[config.mk]
export PLATFORM = sky130hd
export DESIGN_NAME = hazard_stall_ctrl
export DESIGN_NICKNAME = d
export VERILOG_FILES = /design/src/rtl/hazard_stall_ctrl_pkg.sv /design/src/rtl/hazard_stall_ctrl_load_use_detect.sv /design/src/rtl/hazard_stall_ctrl.sv
export SDC_FILE = /design/constraint.sdc
export NUM_CORES = 1
export LEC_CHECK = 0
export CAP_MARGIN = 15
export CORE_ASPECT_RATIO = 0.75
export CORE_MARGIN = 3
export CORE_UTILIZATION = 47
export DETAILED_ROUTE_END_ITERATION = 10
export GPL_ROUTABILITY_DRIVEN = 0
export PLACE_DENSITY = 0.79
export REMOVE_ABC_BUFFERS = 1
export SYNTH_ARGS = -nofsm -noshare
export SYNTH_HDL_FRONTEND = slang
export SYNTH_SLANG_ARGS = --single-unit
[constraint.sdc]
create_clock -name clk -period 3.12 [get_ports clk]
set_clock_uncertainty 0.05 [all_clocks]
set_input_delay 0.624 -clock clk [delete_from_list [all_inputs] [get_ports clk]]
set_output_delay 0.624 -clock clk [all_outputs]
set_load 0.05 [all_outputs]
[src/rtl/hazard_stall_ctrl_pkg.sv]
// Shared definitions for the pipeline hazard/stall controller and the divider.
// Contents: divide FSM state encoding and default divide timing parameters.
package hazard_stall_ctrl_pkg;

  localparam int unsigned DEFAULT_DIV_CYCLES = 32;
  localparam int unsigned DEFAULT_CNT_W      = 6;
  localparam int unsigned REG_W              = 5;
  localparam int unsigned STALL_CNT_W        = 32;

  typedef enum logic {
    IDLE     = 1'b0,
    DIV_BUSY = 1'b1
  } div_state_e;

endpackage

[src/rtl/hazard_stall_ctrl_load_use_detect.sv]
// Combinational load-use hazard detect between the ID instruction and a load in EX.
// Ports:
//   id_rs, id_rt   source register fields of the instruction in ID
//   id_uses_rt     ID instruction reads rt
//   ex_rt          destination (rt) of the instruction in ID/EX
//   ex_memRead     instruction in ID/EX is a load
//   load_use_c     hazard present (combinational)
module load_use_detect
  import hazard_stall_ctrl_pkg::*;
(
  input  logic [REG_W-1:0] id_rs,
  input  logic [REG_W-1:0] id_rt,
  input  logic             id_uses_rt,
  input  logic [REG_W-1:0] ex_rt,
  input  logic             ex_memRead,
  output logic             load_use_c
);

  // A load into $zero never creates a dependency.
  always_comb begin
    load_use_c = ex_memRead && (ex_rt != '0) &&
                 ((ex_rt == id_rs) || (id_uses_rt && (ex_rt == id_rt)));
  end

endmodule

[src/rtl/hazard_stall_ctrl.sv]
// Pipeline sequencing controller for PC, IF/ID and ID/EX: divide freeze,
// taken-branch flush and load-use bubble, plus a stall-cycle counter.
// Ports:
//   clk, rst                      clock, synchronous active-high reset
//   id_rs, id_rt, id_uses_rt      ID-stage source operands
//   ex_rt, ex_memRead, ex_divd    ID/EX-stage destination, load and divide flags
//   ex_branch_tkn                 branch in EX resolved taken
//   pc_enable, if_id_enable,
//   id_ex_enable                  register write enables (combinational)
//   if_id_flush, id_ex_flush      flush/bubble controls (combinational)
//   div_start, div_busy           divider start pulse / freeze in progress
//   stall_count                   cycles with pc_enable == 0
module hazard_stall_ctrl
  import hazard_stall_ctrl_pkg::*;
#(
  parameter int unsigned DIV_CYCLES = DEFAULT_DIV_CYCLES,
  parameter int unsigned CNT_W      = DEFAULT_CNT_W
) (
  input  logic                   clk,
  input  logic                   rst,
  input  logic [REG_W-1:0]       id_rs,
  input  logic [REG_W-1:0]       id_rt,
  input  logic                   id_uses_rt,
  input  logic [REG_W-1:0]       ex_rt,
  input  logic                   ex_memRead,
  input  logic                   ex_divd,
  input  logic                   ex_branch_tkn,
  output logic                   pc_enable,
  output logic                   if_id_enable,
  output logic                   id_ex_enable,
  output logic                   if_id_flush,
  output logic                   id_ex_flush,
  output logic                   div_start,
  output logic                   div_busy,
  output logic [STALL_CNT_W-1:0] stall_count
);

  div_state_e             state;
  div_state_e             state_nxt;
  logic [CNT_W-1:0]       cnt;
  logic                   load_use;
  logic                   div_detect;
  logic                   div_freeze;

  load_use_detect u_load_use_detect (
    .id_rs      (id_rs),
    .id_rt      (id_rt),
    .id_uses_rt (id_uses_rt),
    .ex_rt      (ex_rt),
    .ex_memRead (ex_memRead),
    .load_use_c (load_use)
  );

  // A divide is only recognised from IDLE, so the release cycle cannot retrigger.
  always_comb begin
    div_detect = (state == IDLE) && ex_divd;
    div_freeze = div_detect || ((state == DIV_BUSY) && (cnt != '0));
  end

  // State register.
  always_ff @(posedge clk) begin
    if (rst) begin
      state <= IDLE;
    end else begin
      state <= state_nxt;
    end
  end

  // Next-state logic.
  always_comb begin
    state_nxt = state;
    case (state)
      IDLE:     if (ex_divd)    state_nxt = DIV_BUSY;
      DIV_BUSY: if (cnt == '0)  state_nxt = IDLE;
      default:                  state_nxt = IDLE;
    endcase
  end

  // Output logic: divide freeze > taken branch > load-use > normal flow.
  always_comb begin
    pc_enable    = 1'b1;
    if_id_enable = 1'b1;
    id_ex_enable = 1'b1;
    if_id_flush  = 1'b0;
    id_ex_flush  = 1'b0;
    div_start    = 1'b0;
    div_busy     = 1'b0;
    if (!rst) begin
      if (div_freeze) begin
        pc_enable    = 1'b0;
        if_id_enable = 1'b0;
        id_ex_enable = 1'b0;
        div_start    = div_detect;
        div_busy     = 1'b1;
      end else if (ex_branch_tkn) begin
        if_id_flush  = 1'b1;
        id_ex_flush  = 1'b1;
      end else if (load_use) begin
        pc_enable    = 1'b0;
        if_id_enable = 1'b0;
        id_ex_flush  = 1'b1;
      end
    end
  end

  // Divide countdown: loaded on detect, runs down to the release cycle.
  always_ff @(posedge clk) begin
    if (rst) begin
      cnt <= '0;
    end else if (div_detect) begin
      cnt <= CNT_W'(DIV_CYCLES - 1);
    end else if ((state == DIV_BUSY) && (cnt != '0)) begin
      cnt <= cnt - CNT_W'(1);
    end
  end

  // Stall-cycle counter, wraps naturally.
  always_ff @(posedge clk) begin
    if (rst) begin
      stall_count <= '0;
    end else if (!pc_enable) begin
      stall_count <= stall_count + STALL_CNT_W'(1);
    end
  end

endmodule

==> results of run 1 <==
cells in the final DEF, fill, tap and decap left out, types with 3 or more instances in the layout:
master,instances
dlymetal6s2s_1,7
and3_1,7
and2_1,6
nand2b_1,3
dfxtp_1,39
or3_1,21
inv_1,9
o31ai_1,8
and4_1,5
or4_1,12
clkbuf_8,6
clkdlybuf4s50_1,45
buf_4,13
nor2_1,15
a21oi_1,32
nand2_1,16
buf_12,6
nand3_1,9
xnor2_1,4
nand4_1,6
nor3_1,4
xor2_1,11
o21ai_0,21
worst register-to-register path, stage by stage (launching register included):
cell	delay [ns]
dfxtp_1	0.31
inv_1	0.09
ha_1	0.18
nand2b_1	0.11
o41ai_4	0.41
and2_1	0.28
o31a_2	0.18
buf_4	0.32
nand4b_1	0.18
mux2_2	0.33
synthesized netlist by cell type:
library cell,n,share of area [%]
nor2_1,15,2.7
nor2b_1,2,0.60
dfxtp_1,39,37
o41ai_2,1,0.78
nand2_1,16,2.9
and3_1,7,2.1
nor3b_1,2,0.72
nand3_1,9,2.2
and2_1,6,1.8
o31ai_1,8,2.9
a211oi_1,1,0.36
mux2_2,1,0.54
or2_2,1,0.30
nor4_2,1,0.60
buf_2,2,0.48
mux2i_1,1,0.48
clkbuf_1,10,1.8
o21ai_0,22,5.3
xor2_1,11,4.6
nand4_1,6,1.8
buf_4,2,0.72
and4_1,5,2.1
or4_1,12,4.3
ha_1,2,1.2
a32oi_1,1,0.42
xnor2_1,4,1.7
inv_1,9,1.6
buf_6,1,0.54
nor3_1,5,1.2
a21oi_1,32,7.7
o31a_2,1,0.48
nand4b_1,1,0.42
or3_1,21,6.3
nand2b_1,3,0.90
state kept, by name, indices dropped and copies added (netlist names):
signal,flops
cnt,6
stall_count,32
state,1
layout make-up:
cell class | count | share of cell area, %
clock buffers | 6 | 2.77
clock inverters | 2 | 1.18
multi-input cells | 197 | 41.0
repair buffers | 71 | 25.4
well taps | 55 | 2.31
inverters | 9 | 1.13
flip-flops and latches | 39 | 26.2
report_power, final:
group	internal, W	switching, W	leakage [nW]
sequential	0.000513	0.0000173	0.316
clock	0.000259	0.000181	0.0612
combinational	0.000114	0.000144	0.706
cell families (layout without fill, tap and decap cells):
family	count (synthesis)	count (layout)
compound gates	66	66
xor+xnor	15	15
fa+ha+maj	2	2
buf+inv	24	88
flops	39	39
mux	2	2
simple gates	112	112
worst min-delay path by stage:
stage,from,end,slack [ns],cells past startpoint
final,stall_count[31],stall_count[31],0.44,2
after global routing,stall_count[8],stall_count[8],0.46,2
after CTS,stall_count[31],stall_count[31],0.44,2
after detailed placement,stall_count[31],stall_count[31],0.43,2
after global placement,stall_count[31],stall_count[31],0.42,2
after floorplan,cnt[0],cnt[0],0.42,2
routing by layer:
| metal | share of wire (%) | track usage (%) |
|---|---|---|
| met1 | 47 | 26.2 |
| met2 | 43 | 29.5 |
| met3 | 8.6 | 8.10 |
| met4 | 1.7 | 6.94 |
| met5 | 0 | 0 |
repair_timing:
| item | CTS | global route |
|---|---|---|
| pin swaps | 1 | 5 |
| setup endpoints to repair | 2 | 4 |
| resized for setup | 1 | 11 |
| setup buffers | 1 | 0 |
stage by stage:
step | utilization, % | hold slack (ns) | TNS (ns) | instances | power, W
after global placement | 67.6 | 0.421 | -0.0984 | 370 | 0.000788
after global routing | 71.7 | 0.462 | 0 | 379 | 0.00129
after floorplan | - | 0.418 | -0.0224 | 245 | 0.000666
after detailed placement | 67.6 | 0.427 | -0.163 | 370 | 0.000792
after CTS | 70.7 | 0.441 | 0 | 379 | 0.00123
final | 71.7 | 0.444 | 0 | 379 | 0.00123
==> results.toml, run 1 <==
[outcome]
run_status = "finished, final reports clean"

[global_routing]
grt-ovfl-total = 0
grt_max_degree = 42
grt.total_usage_pct = 19.9
grt_pass1_wl_mm = 8.70
antenna_found_initial = 0
grt_pass1_vias = 1943

[drt]
routedWlPerCell_um = 13.5
firstDrtPassIters = 4
via_count = 2123
drt-total-wl_mm = 5.13
drtAntennaViolNets = 0
vias_per_cell = 5.60
first_iter_violations = 116
drc_errors = 0

[power]
power_density_nw_per_um2 = 412
leakagePower_nw = 1.08
vdd_drop_max_mv = 0.252

[finish]
multiInputGateArea_um2 = 1220
area_growth_syn_to_layout_pct = 42.9
nFillCells = 339
drive_gt1_share_pct = 10.5
seq_area_um2 = 781
antennaDiodeCount = 0
final_nets = 346
design_area_um2 = 2980

[yosys]
synth-compound-area-share_pct = 17.9
yosysWarnings = 0
synth_top_family_by_area = "simple AND/OR/NAND/NOR gates"
synth-adder-area-share_pct = 1.20
ys_seq_area_share_pct = 37.5
synth_mux_area_share_pct = 1.02
netlist_instances = 260
synth-xor-area-share_pct = 6.31
synth_cell_types = 34
ys_ff_latch = 39
synth.avg_cell_area_um2 = 8.01
synthSimpleGateAreaFrac_pct = 30.9
synth_area_um2 = 2080

[critical_path]
crit_fanout = 3
r2r-end = "stall_count[28]"
cp_num_buf_inv = 2
path_cells = "clkdlybuf4s50_1, xor2_1, nor3_1, a32oi_2, o31a_2, or2_4, buf_12"
end_kind = "output pin"
worstPathArrival_ns = 2.37
slowest_stage = "clkdlybuf4s50_1"
path_depth = 7
reg2reg_setup_slack_ns = 0.58
startpoint = "ex_rt[0]"
reg2reg_from = "cnt[0]"
r2r_cells = 9
worst_setup_path_start_kind = "input pin"
crit_end = "if_id_enable"
worstPathRequired_ns = 2.45
cp_slowest_stage_delay_ns = 0.48
crit_family = "buffers and inverters"
critPathKind = "input pin to output pin"

[floorplan]
ios = 60
core-area_um2 = 4150
start_util_pct = 50.2
dieArea_um2 = 5280
rows = 20
dieHeight_um = 63.7
die_w_um = 82.9

[clock_network]
clk_pin_slew_ns = 0.08
clockBufferDepth = 2
clock-root-buffer = "clkbuf_8"
postCtsHoldBufs = 0
clkLatencyLatePin_ns = 0.30
cts_buffers = 5
cts.htree.levels = 2
cts_tree = "built"
clock_sinks = 39

[timing]
slew_violations = 0
period_share_pct = 97.7
fin_crit_ns = 3.05
max_freq_mhz = 328
hold_viol_final = 0
setup_slack_ns = 0.0715
tightest_slew_ns = 0.511
setup_viol = 0
max-slew-margin-rel_pct = 65.9
rsz0062_at_grt = "false"

[flow_run]
max-cap-violations = 0

[hold_path]
hp-class = "register to register"

[placement]
io_buffer_count = 59
dp_hpwl_mm = 3.70
place_worst_setup_slack_ns = -0.0816
placed_area_um2 = 2810
Power figures use the tool's default switching activity.
==> run 2: changes to the inputs <==
--- a/config.mk
+++ b/config.mk
@@ -10,7 +10,6 @@
 export CORE_MARGIN = 3
 export CORE_UTILIZATION = 47
 export DETAILED_ROUTE_END_ITERATION = 10
-export GPL_ROUTABILITY_DRIVEN = 0
 export PLACE_DENSITY = 0.79
 export REMOVE_ABC_BUFFERS = 1
 export SYNTH_ARGS = -nofsm -noshare
==> results of run 2 <==
Same layout as run 1: the final DEF is identical, and so are final timing and power.
==> run 3: changes to the inputs <==
--- a/config.mk
+++ b/config.mk
@@ -5,10 +5,9 @@
 export SDC_FILE = /design/constraint.sdc
 export NUM_CORES = 1
 export LEC_CHECK = 0
-export CAP_MARGIN = 15
 export CORE_ASPECT_RATIO = 0.75
-export CORE_MARGIN = 3
 export CORE_UTILIZATION = 47
+export CTS_CLUSTER_DIAMETER = 80
 export DETAILED_ROUTE_END_ITERATION = 10
 export PLACE_DENSITY = 0.79
 export REMOVE_ABC_BUFFERS = 1
==> results.toml, run 3 (synthesized netlist as in run 1, its figures left out) <==
[finish]
final_cells = 378
area_growth_syn_to_layout_pct = 40.7
largest_reg_flops = 32
reg.largest.list = "stall_count: 32 flops, cnt: 6 flops, state: 1 flops"
regMostFlops = "stall_count"
drive_gt1_share_pct = 9.60
nFillCells = 358
final_common_cell = "clkdlybuf4s50_1"
final_cell_mix = "clkdlybuf4s50_1, dfxtp_1, a21oi_1, o21ai_0, or3_1"
final_nets = 345
antennaDiodeCount = 0

[clock_network]
clock-root-buffer = "clkbuf_8"
clk_pin_slew_ns = 0.08
cts_buffers = 5
clkLatencyLatePin_ns = 0.30
clockBufferDepth = 2
cts.htree.levels = 2
clock_sinks = 39
cts_tree = "built"
postCtsHoldBufs = 0

[power]
leakagePower_nw = 1.05
power_w = 0.00113
power_density_nw_per_um2 = 384
swShare_pct = 30.4
p_comb_share_pct = 23.0
power.internal_w = 0.000784
vdd_drop_max_mv = 0.240
power_frac_seq_pct = 47.2
power_switching_w = 0.000342
p_clk_share_pct = 29.7

[timing]
max-slew-margin-rel_pct = 65.7
rsz0062_at_grt = "false"
fin_crit_ns = 3.06
period_share_pct = 98.2
hold_viol_final = 0
max_freq_mhz = 327
setup_viol = 0
tightest_slew_ns = 0.514
slew_violations = 0

[floorplan]
die_w_um = 78.9
rows = 20
ios = 60
dieArea_um2 = 4710
core-area_um2 = 4150
dieHeight_um = 59.7
start_util_pct = 50.2

[drt]
firstDrtPassIters = 5
first_iter_violations = 175
routedWlPerCell_um = 13.7
via_count = 2119
drc_errors = 0
drt-total-wl_mm = 5.16
vias_per_cell = 5.61
drtAntennaViolNets = 0

[critical_path]
r2r_cells = 10
end_kind = "output pin"
r2r-end = "stall_count[28]"
worstPathRequired_ns = 2.45
worst_setup_path_start_kind = "input pin"
reg2reg_setup_slack_ns = 0.49
crit_fanout = 3
critPathKind = "input pin to output pin"
reg2reg_from = "cnt[0]"
worstPathArrival_ns = 2.39

[global_routing]
grt_max_degree = 38
grt.total_usage_pct = 23.1
grt_pass1_wl_mm = 8.34
antenna_found_initial = 0
grt-ovfl-total = 0
grt_pass1_vias = 1848

[placement]
dp_cells = 368
gp_congestion = 0.762
io_buffer_count = 59
dp_hpwl_mm = 3.66

[hold_path]
whs_endpoint = "stall_count[8]"
hp-class = "register to register"
min_from = "stall_count[8]"
holdPathStages = 2

[flow_run]
max-cap-violations = 0

[outcome]
run_status = "finished, final reports clean"
-- run 3: area by class of cell --
type                            count  area [um^2]  share of cell area (%)
Clock buffer                        7         76.3                    2.60
Clock inverter                      1         5.00                   0.171
Inverter                            9         33.8                    1.15
Multi-Input combinational cell    197         1220                    41.7
Sequential cell                    39          781                    26.6
Tap cell                           55         68.8                    2.35
Timing Repair Buffer               70          746                    25.4
-- run 3: how the worst max path moves through the flow --
stage,from,to,slack (ns),cells past startpoint
floorplan,ex_rt[0],if_id_enable,-0.01,4
global placement,ex_rt[3],if_id_enable,-0.04,7
detailed placement,ex_rt[3],pc_enable,-0.07,7
CTS,ex_rt[3],pc_enable,0.02,7
global route,ex_rt[3],id_ex_flush,0.01,8
finish,ex_rt[0],pc_enable,0.06,7
-- run 3: metal layers --
layer	share of wire, %	wire length, um	vias up	global-route usage, %
met5	0	0	-	0
met4	1.5	75	0	9.61
met3	6.2	320	8	6.41
met2	44	2270	62	36.9
met1	48	2500	982	29.8
li1	-	-	1067	-
-- run 3: per-stage QoR --
step / instance area, um^2 / hold WS (ns) / util (%) / setup slack [ns] / setup TNS [ns]
finish: 2930 / 0.446 / 70.6 / 0.0574 / 0
global route: 2930 / 0.468 / 70.6 / 0.0117 / 0
CTS: 2890 / 0.453 / 69.5 / 0.0202 / 0
detailed placement: 2790 / 0.441 / 67.3 / -0.0671 / -0.161
global placement: 2790 / 0.416 / 67.3 / -0.0420 / -0.0838
floorplan: 2010 / 0.418 / - / -0.0112 / -0.0224
-- run 3: repair_timing --
item	4_1_cts	5_1_grt
setup endpoints to repair	2	3
cloned	0	0
pin swaps	1	4
buffers inserted	1	1
resized for setup	2	9
-- run 3: power groups by stage --
stage               sequential (W)  clock [W]  combinational (W)
finish                    0.000532   0.000335           0.000259
global route              0.000533   0.000371           0.000278
CTS                       0.000529   0.000336           0.000254
detailed placement        0.000540          0           0.000251
global placement          0.000540          0           0.000245
floorplan                 0.000556          0           0.000110
-- run 3: critical path, cell delays in order --
cell and delay, ns:
clkdlybuf4s50_1 0.46, xor2_1 0.18, nor3_1 0.20, a32oi_1 0.11
o31a_2 0.37, or2_4 0.28, buf_12 0.15
